==> src/rtl/noc_xy_port_arbiter_if.sv <==
// rtl/noc_xy_port_arbiter_if.sv - five-port flit handshake bundle for the router crossbar
interface noc_xy_port_arbiter_if #(
   parameter int FW = 10
);
   logic [5*FW-1:0] in_flit;
   logic [4:0]      in_valid;
   logic [4:0]      in_ready;
   logic [5*FW-1:0] out_flit;
   logic [4:0]      out_valid;
   logic [4:0]      out_ready;

   modport slave (
      input  in_flit, in_valid, out_ready,
      output in_ready, out_flit, out_valid
   );

   modport master (
      output in_flit, in_valid, out_ready,
      input  in_ready, out_flit, out_valid
   );
endinterface

==> src/rtl/noc_xy_port_arbiter.sv <==
// rtl/noc_xy_port_arbiter.sv - XY-routed 5-port crossbar scheduler, one flit buffer per input
module noc_xy_port_arbiter #(
   parameter logic [2:0] NODE_ROW = 3'd4,
   parameter logic [2:0] NODE_COL = 3'd4,
   parameter int         FW       = 10
) (
   input logic clk,
   input logic rst,
   noc_xy_port_arbiter_if.slave bus
);
   localparam int NP = 5;
   localparam logic [2:0] P_N = 3'd0;
   localparam logic [2:0] P_S = 3'd1;
   localparam logic [2:0] P_E = 3'd2;
   localparam logic [2:0] P_W = 3'd3;
   localparam logic [2:0] P_L = 3'd4;

   logic [NP-1:0] hold_v;
   logic [FW-1:0] hold_flit [NP];
   logic [NP-1:0] out_valid_q;
   logic [FW-1:0] out_flit_q [NP];
   logic [2:0]    ptr [NP];

   logic [2:0]    route [NP];
   logic [NP-1:0] out_free;
   logic [NP-1:0] cand [NP];
   logic [NP-1:0] gnt_any;
   logic [2:0]    gnt_idx [NP];
   logic [NP-1:0] granted;
   logic [NP-1:0] in_ready_c;

   // Column first, then row: must match the ejector's rule
   function automatic logic [2:0] xy_route(input logic [5:0] addr);
      logic [2:0] row;
      logic [2:0] col;
      row = addr[5:3];
      col = addr[2:0];
      if (col > NODE_COL)      return P_E;
      else if (col < NODE_COL) return P_W;
      else if (row > NODE_ROW) return P_N;
      else if (row < NODE_ROW) return P_S;
      else                     return P_L;
   endfunction

   always_comb begin
      int j;
      j       = 0;
      granted = '0;
      for (int i = 0; i < NP; i++) begin
         route[i] = xy_route(hold_flit[i][5:0]);
      end
      for (int o = 0; o < NP; o++) begin
         out_free[o] = ~out_valid_q[o] | bus.out_ready[o];
         gnt_any[o]  = 1'b0;
         gnt_idx[o]  = 3'd0;
         for (int i = 0; i < NP; i++) begin
            cand[o][i] = hold_v[i] && (route[i] == 3'(o));
         end
         // Round-robin search from ptr[o], wrapping 4 -> 0
         if (out_free[o]) begin
            for (int k = 0; k < NP; k++) begin
               j = int'(ptr[o]) + k;
               if (j >= NP) j = j - NP;
               if (!gnt_any[o] && cand[o][j]) begin
                  gnt_any[o] = 1'b1;
                  gnt_idx[o] = 3'(j);
               end
            end
         end
         if (gnt_any[o]) granted[gnt_idx[o]] = 1'b1;
      end
   end

   // A draining buffer may refill on the same edge for full throughput
   assign in_ready_c   = {NP{~rst}} & (~hold_v | granted);
   assign bus.in_ready  = in_ready_c;
   assign bus.out_valid = out_valid_q;

   for (genvar g = 0; g < NP; g++) begin : g_out
      assign bus.out_flit[g*FW +: FW] = out_flit_q[g];
   end

   always_ff @(posedge clk) begin
      if (rst) begin
         hold_v      <= '0;
         out_valid_q <= '0;
         for (int i = 0; i < NP; i++) begin
            hold_flit[i]  <= '0;
            out_flit_q[i] <= '0;
            ptr[i]        <= P_N;
         end
      end else begin
         for (int i = 0; i < NP; i++) begin
            if (bus.in_valid[i] && in_ready_c[i]) begin
               hold_flit[i] <= bus.in_flit[i*FW +: FW];
               hold_v[i]    <= 1'b1;
            end else if (granted[i]) begin
               hold_v[i] <= 1'b0;
            end
         end
         for (int o = 0; o < NP; o++) begin
            if (gnt_any[o]) begin
               out_flit_q[o]  <= hold_flit[gnt_idx[o]];
               out_valid_q[o] <= 1'b1;
               ptr[o]         <= (gnt_idx[o] == 3'd4) ? 3'd0 : gnt_idx[o] + 3'd1;
            end else if (bus.out_ready[o]) begin
               out_valid_q[o] <= 1'b0;
            end
         end
      end
   end
endmodule

==> src/flat_wrapper.sv <==
// flat-port wrapper written by rule: the top's interface ports become plain ports
module noc_xy_port_arbiter_flat 
#(
   parameter logic [2:0] NODE_ROW = 3'd4,
   parameter logic [2:0] NODE_COL = 3'd4,
   parameter int         FW       = 10
)
  (clk, rst, bus_in_flit, bus_in_valid, bus_out_ready, bus_in_ready, bus_out_flit, bus_out_valid);
  noc_xy_port_arbiter_if #(.FW(FW)) bus_i ();
  input logic clk;
  input logic rst;
  input wire logic [$bits(bus_i.in_flit)-1:0] bus_in_flit;
  input wire logic [$bits(bus_i.in_valid)-1:0] bus_in_valid;
  input wire logic [$bits(bus_i.out_ready)-1:0] bus_out_ready;
  output wire logic [$bits(bus_i.in_ready)-1:0] bus_in_ready;
  output wire logic [$bits(bus_i.out_flit)-1:0] bus_out_flit;
  output wire logic [$bits(bus_i.out_valid)-1:0] bus_out_valid;
  assign bus_i.in_flit = bus_in_flit;
  assign bus_i.in_valid = bus_in_valid;
  assign bus_i.out_ready = bus_out_ready;
  assign bus_in_ready = bus_i.in_ready;
  assign bus_out_flit = bus_i.out_flit;
  assign bus_out_valid = bus_i.out_valid;
  noc_xy_port_arbiter #(.NODE_ROW(NODE_ROW), .NODE_COL(NODE_COL), .FW(FW)) u_core (.clk(clk), .rst(rst), .bus(bus_i));
endmodule
==> config.mk <==
export PLATFORM = sky130hd
export DESIGN_NAME = noc_xy_port_arbiter_flat
export DESIGN_NICKNAME = d
export VERILOG_FILES = /design/src/rtl/noc_xy_port_arbiter_if.sv /design/src/rtl/noc_xy_port_arbiter.sv /design/src/flat_wrapper.sv
export SDC_FILE = /design/constraint.sdc
export NUM_CORES = 1
export LEC_CHECK = 0
export ABC_AREA = 0
export BUFFER_PORTS_ARGS = -buffer_cell sky130_fd_sc_hd__buf_2
export CAP_MARGIN = 5
export CORE_AREA = 3 3 207 159
export CTS_CLUSTER_DIAMETER = 200
export DETAILED_ROUTE_END_ITERATION = 8
export DIE_AREA = 0 0 210 162
export PLACE_DENSITY = 0.63
export SLEW_MARGIN = 20
export SYNTH_ARGS = -nofsm -noshare
export SYNTH_HDL_FRONTEND = slang
export SYNTH_SLANG_ARGS = --single-unit
==> constraint.sdc <==
create_clock -name clk -period 12.1 [get_ports clk]
set_clock_uncertainty 0.15 [all_clocks]
set_input_delay 0.605 -clock clk [delete_from_list [all_inputs] [get_ports clk]]
set_output_delay 0.605 -clock clk [all_outputs]
set_load 0.1 [all_outputs]
==> impl_metrics.toml <==
[yosys]
yosys-top-cells-area = "edfxtp_1 (28%), ha_1 (5.4%), a21boi_2 (4.6%)"
syn_nets = 1518
ys_types = 112
synth_top_flop_cell = "edfxtp_1"
ys_seq_elements = 125
syn-cell-area_um2 = 12400
synth_top_area_cell = "edfxtp_1"
synth_cells = 1398
yosysSeqAreaShare_pct = 29.6
synth.cells.most_frequent = "nand2_1 (147), nor2_1 (147), edfxtp_1 (115)"
synth_top_area_share_pct = 28.0
synth_edf_count = 115
yosys_warnings = 0
async_flop_share_pct = 0
synth.avg_cell_area_um2 = 8.84

[worst_setup_path]
critPathKind = "register to primary output"
ff2ff_path_depth = 18
crit_buf_inv = 3
worstSetupPathDepth = 14
cp_slowest_cell = "edfxtp_1"
critical_path.startpoint_type = "register"
critical_path_arrival_ns = 5.89
crit_family = "simple AND/OR/NAND/NOR gates"
required_ns = 11.35
path_cells = "inv_2 -> ha_1 -> ha_1 -> inv_1 -> o31ai_1 -> xnor2_1 -> mux2i_1 -> mux2_2 -> or4_4 -> o311a_1 -> or4_4 -> and4_1 -> nor2_1 -> buf_2"
crit_path_max_fanout = 19
slowest_delay_ns = 0.74
cp-end-kind = "primary output"

[placed_design]
port_buffers = 121
hpwl_um = 32900
pre_cts_ws_ns = 5.87
gp_congestion = 0.981
placed_area_um2 = 13200

[drt]
route.detailed.drc = 0
post_drt_wl_per_cell_um = 23.0
drtIter0Drc = 1438
highest_layer = "met4"
wl_met3_um = 4540
drt-pass1-iter-count = 5
ant_nets = 0
wl_met1_um = 19600
num_vias = 11788
finalWirelength_um = 43600
vias_per_cell = 6.22
wl_met2_um = 18100

[clocking]
clkTransAtPathRegs_ns = 0.06
cts_htree_levels = 4
cts_root_buf = "clkbuf_16"
clk_latency_ns = 0.45
cts_buffer_depth = 2
cts_tree = "yes"
numCtsBuffers = 17
post-cts-setup-buffers = 0
numClockSinks = 125
cts_resized = 0
postCtsHoldBufs = 0

[global_route]
grt_pass1_vias = 10600
grt_max_degree = 54
gr-total-overflow = 0
antenna_found_initial = 0
grt_pass1_wl_um = 64500
grt_use_total_pct = 24.8

[layout]
seq_area_um2 = 3650
area_growth_pct = 11.5
fill_cells = 3010
fin_nets = 1595
final_area_um2 = 13800
drive_above_1_share_pct = 20.2
multi_input_area_um2 = 8130
antenna_cells = 0
post-route-util_pct = 44.4

[sta]
worstMarginPinSlew_ns = 1.04
setup_ws_ns = 5.45
rsz0062_at_grt = "no"
relSlewSlack_pct = 30.8
finalSetupViolations = 0
max_freq_ghz = 0.150
min_period_ns = 6.65
drv_slew = 0
fin_crit_sh_pct = 54.9
setup-tns-final_ns = 0
finalHoldViolations = 0

[floorplan]
die_h_um = 162
fp-row-count = 56
start_util_pct = 39.8
pin_count = 122
coreArea_um2 = 31000
chipWidth_um = 210
die_area_um2 = 34000

[min_path]
hold_path.class = "input port to register"
whs_path_depth = 3

[run]
drv_cap = 0

[run_status]
status = "finished, final reports clean"
## sequential cells by signal, summed over array words and instances (netlist names)
name,flops
u_core.hold_v,5
u_core.bus.out_valid,5
u_core.out_flit_q,50
u_core.hold_flit,50
u_core.ptr,15
## final cells by class
type	count	share of cell area, %
Multi-Input combinational cell	1138	59.0
Clock buffer	18	3.12
Tap cell	406	3.69
Inverter	61	1.66
Timing Repair Buffer	132	4.99
Sequential cell	125	26.5
Clock inverter	14	1.02
## worst reg2reg max path, stage by stage (launching register included)
cell	delay, ns
edfxtp_1	0.36
buf_4	0.23
inv_2	0.24
ha_1	0.24
inv_1	0.06
ha_1	0.25
a211oi_1	0.38
a211oi_1	0.10
o311ai_0	0.63
o311ai_0	0.27
a311o_1	0.33
a221oi_2	0.73
inv_1	0.23
a31oi_1	0.23
o41a_1	0.30
a41oi_2	0.18
a311oi_4	0.27
buf_4	0.72
a21boi_2	0.19
## per-stage QoR
stage	std cells	hold slack, ns
global placement	1862	0.513
finish	1894	0.280
CTS	1894	0.266
floorplan	1398	0.463
global route	1894	0.279
detailed placement	1862	0.495
## cells in the final DEF, fill, tap and decap left out, types with 17 or more instances in the layout
cell type | Yosys | routed
nand3_1 | 25 | 25
a21boi_2 | 50 | 50
nand2b_1 | 40 | 40
o22ai_1 | 18 | 18
a221oi_1 | 24 | 23
mux2i_1 | 55 | 55
a21oi_1 | 73 | 73
nor2b_1 | 27 | 27
nor2_1 | 147 | 147
nor3_1 | 24 | 24
o21ai_0 | 38 | 36
and2_1 | 24 | 24
nand2_1 | 147 | 147
buf_2 | 24 | 121
o211ai_1 | 17 | 17
clkbuf_16 | 0 | 17
edfxtp_1 | 115 | 115
mux2_2 | 26 | 26
ha_1 | 53 | 53
inv_1 | 54 | 54
## routing by layer
layer  GRT usage [%]  vias to the layer above
met4            8.79                        0
li1                -                     5414
met1            36.7                     5622
met2            35.7                      661
met5               0                        -
met3            5.25                       91
## path summary, 6_finish.rpt
kind	startpoint	to	slack [ns]
worst max-delay path	u_core.ptr[0][0]	bus_in_ready[0]	5.45
worst max register to register	u_core.ptr[0][9]	u_core.hold_flit[0][5]	5.73
worst min-delay path	bus_in_valid[0]	u_core.hold_v[0]	0.28
worst min register to register	u_core.bus.out_valid[1]	u_core.bus.out_valid[1]	0.53
## cells by family after synthesis
| family | share of synthesized area (%) |
|---|---|
| xor gates and xnor gates | 2.19 |
| and+or+nand+nor | 22.8 |
| DFF | 29.6 |
| adders and majority gates | 6.18 |
| muxes | 7.46 |
| AOI/OAI and AO/OA | 27.0 |
| buffers and inverters | 4.81 |
Power is not shown: default switching activity piles up to over one toggle a cycle in this logic, so the estimate is an artifact.
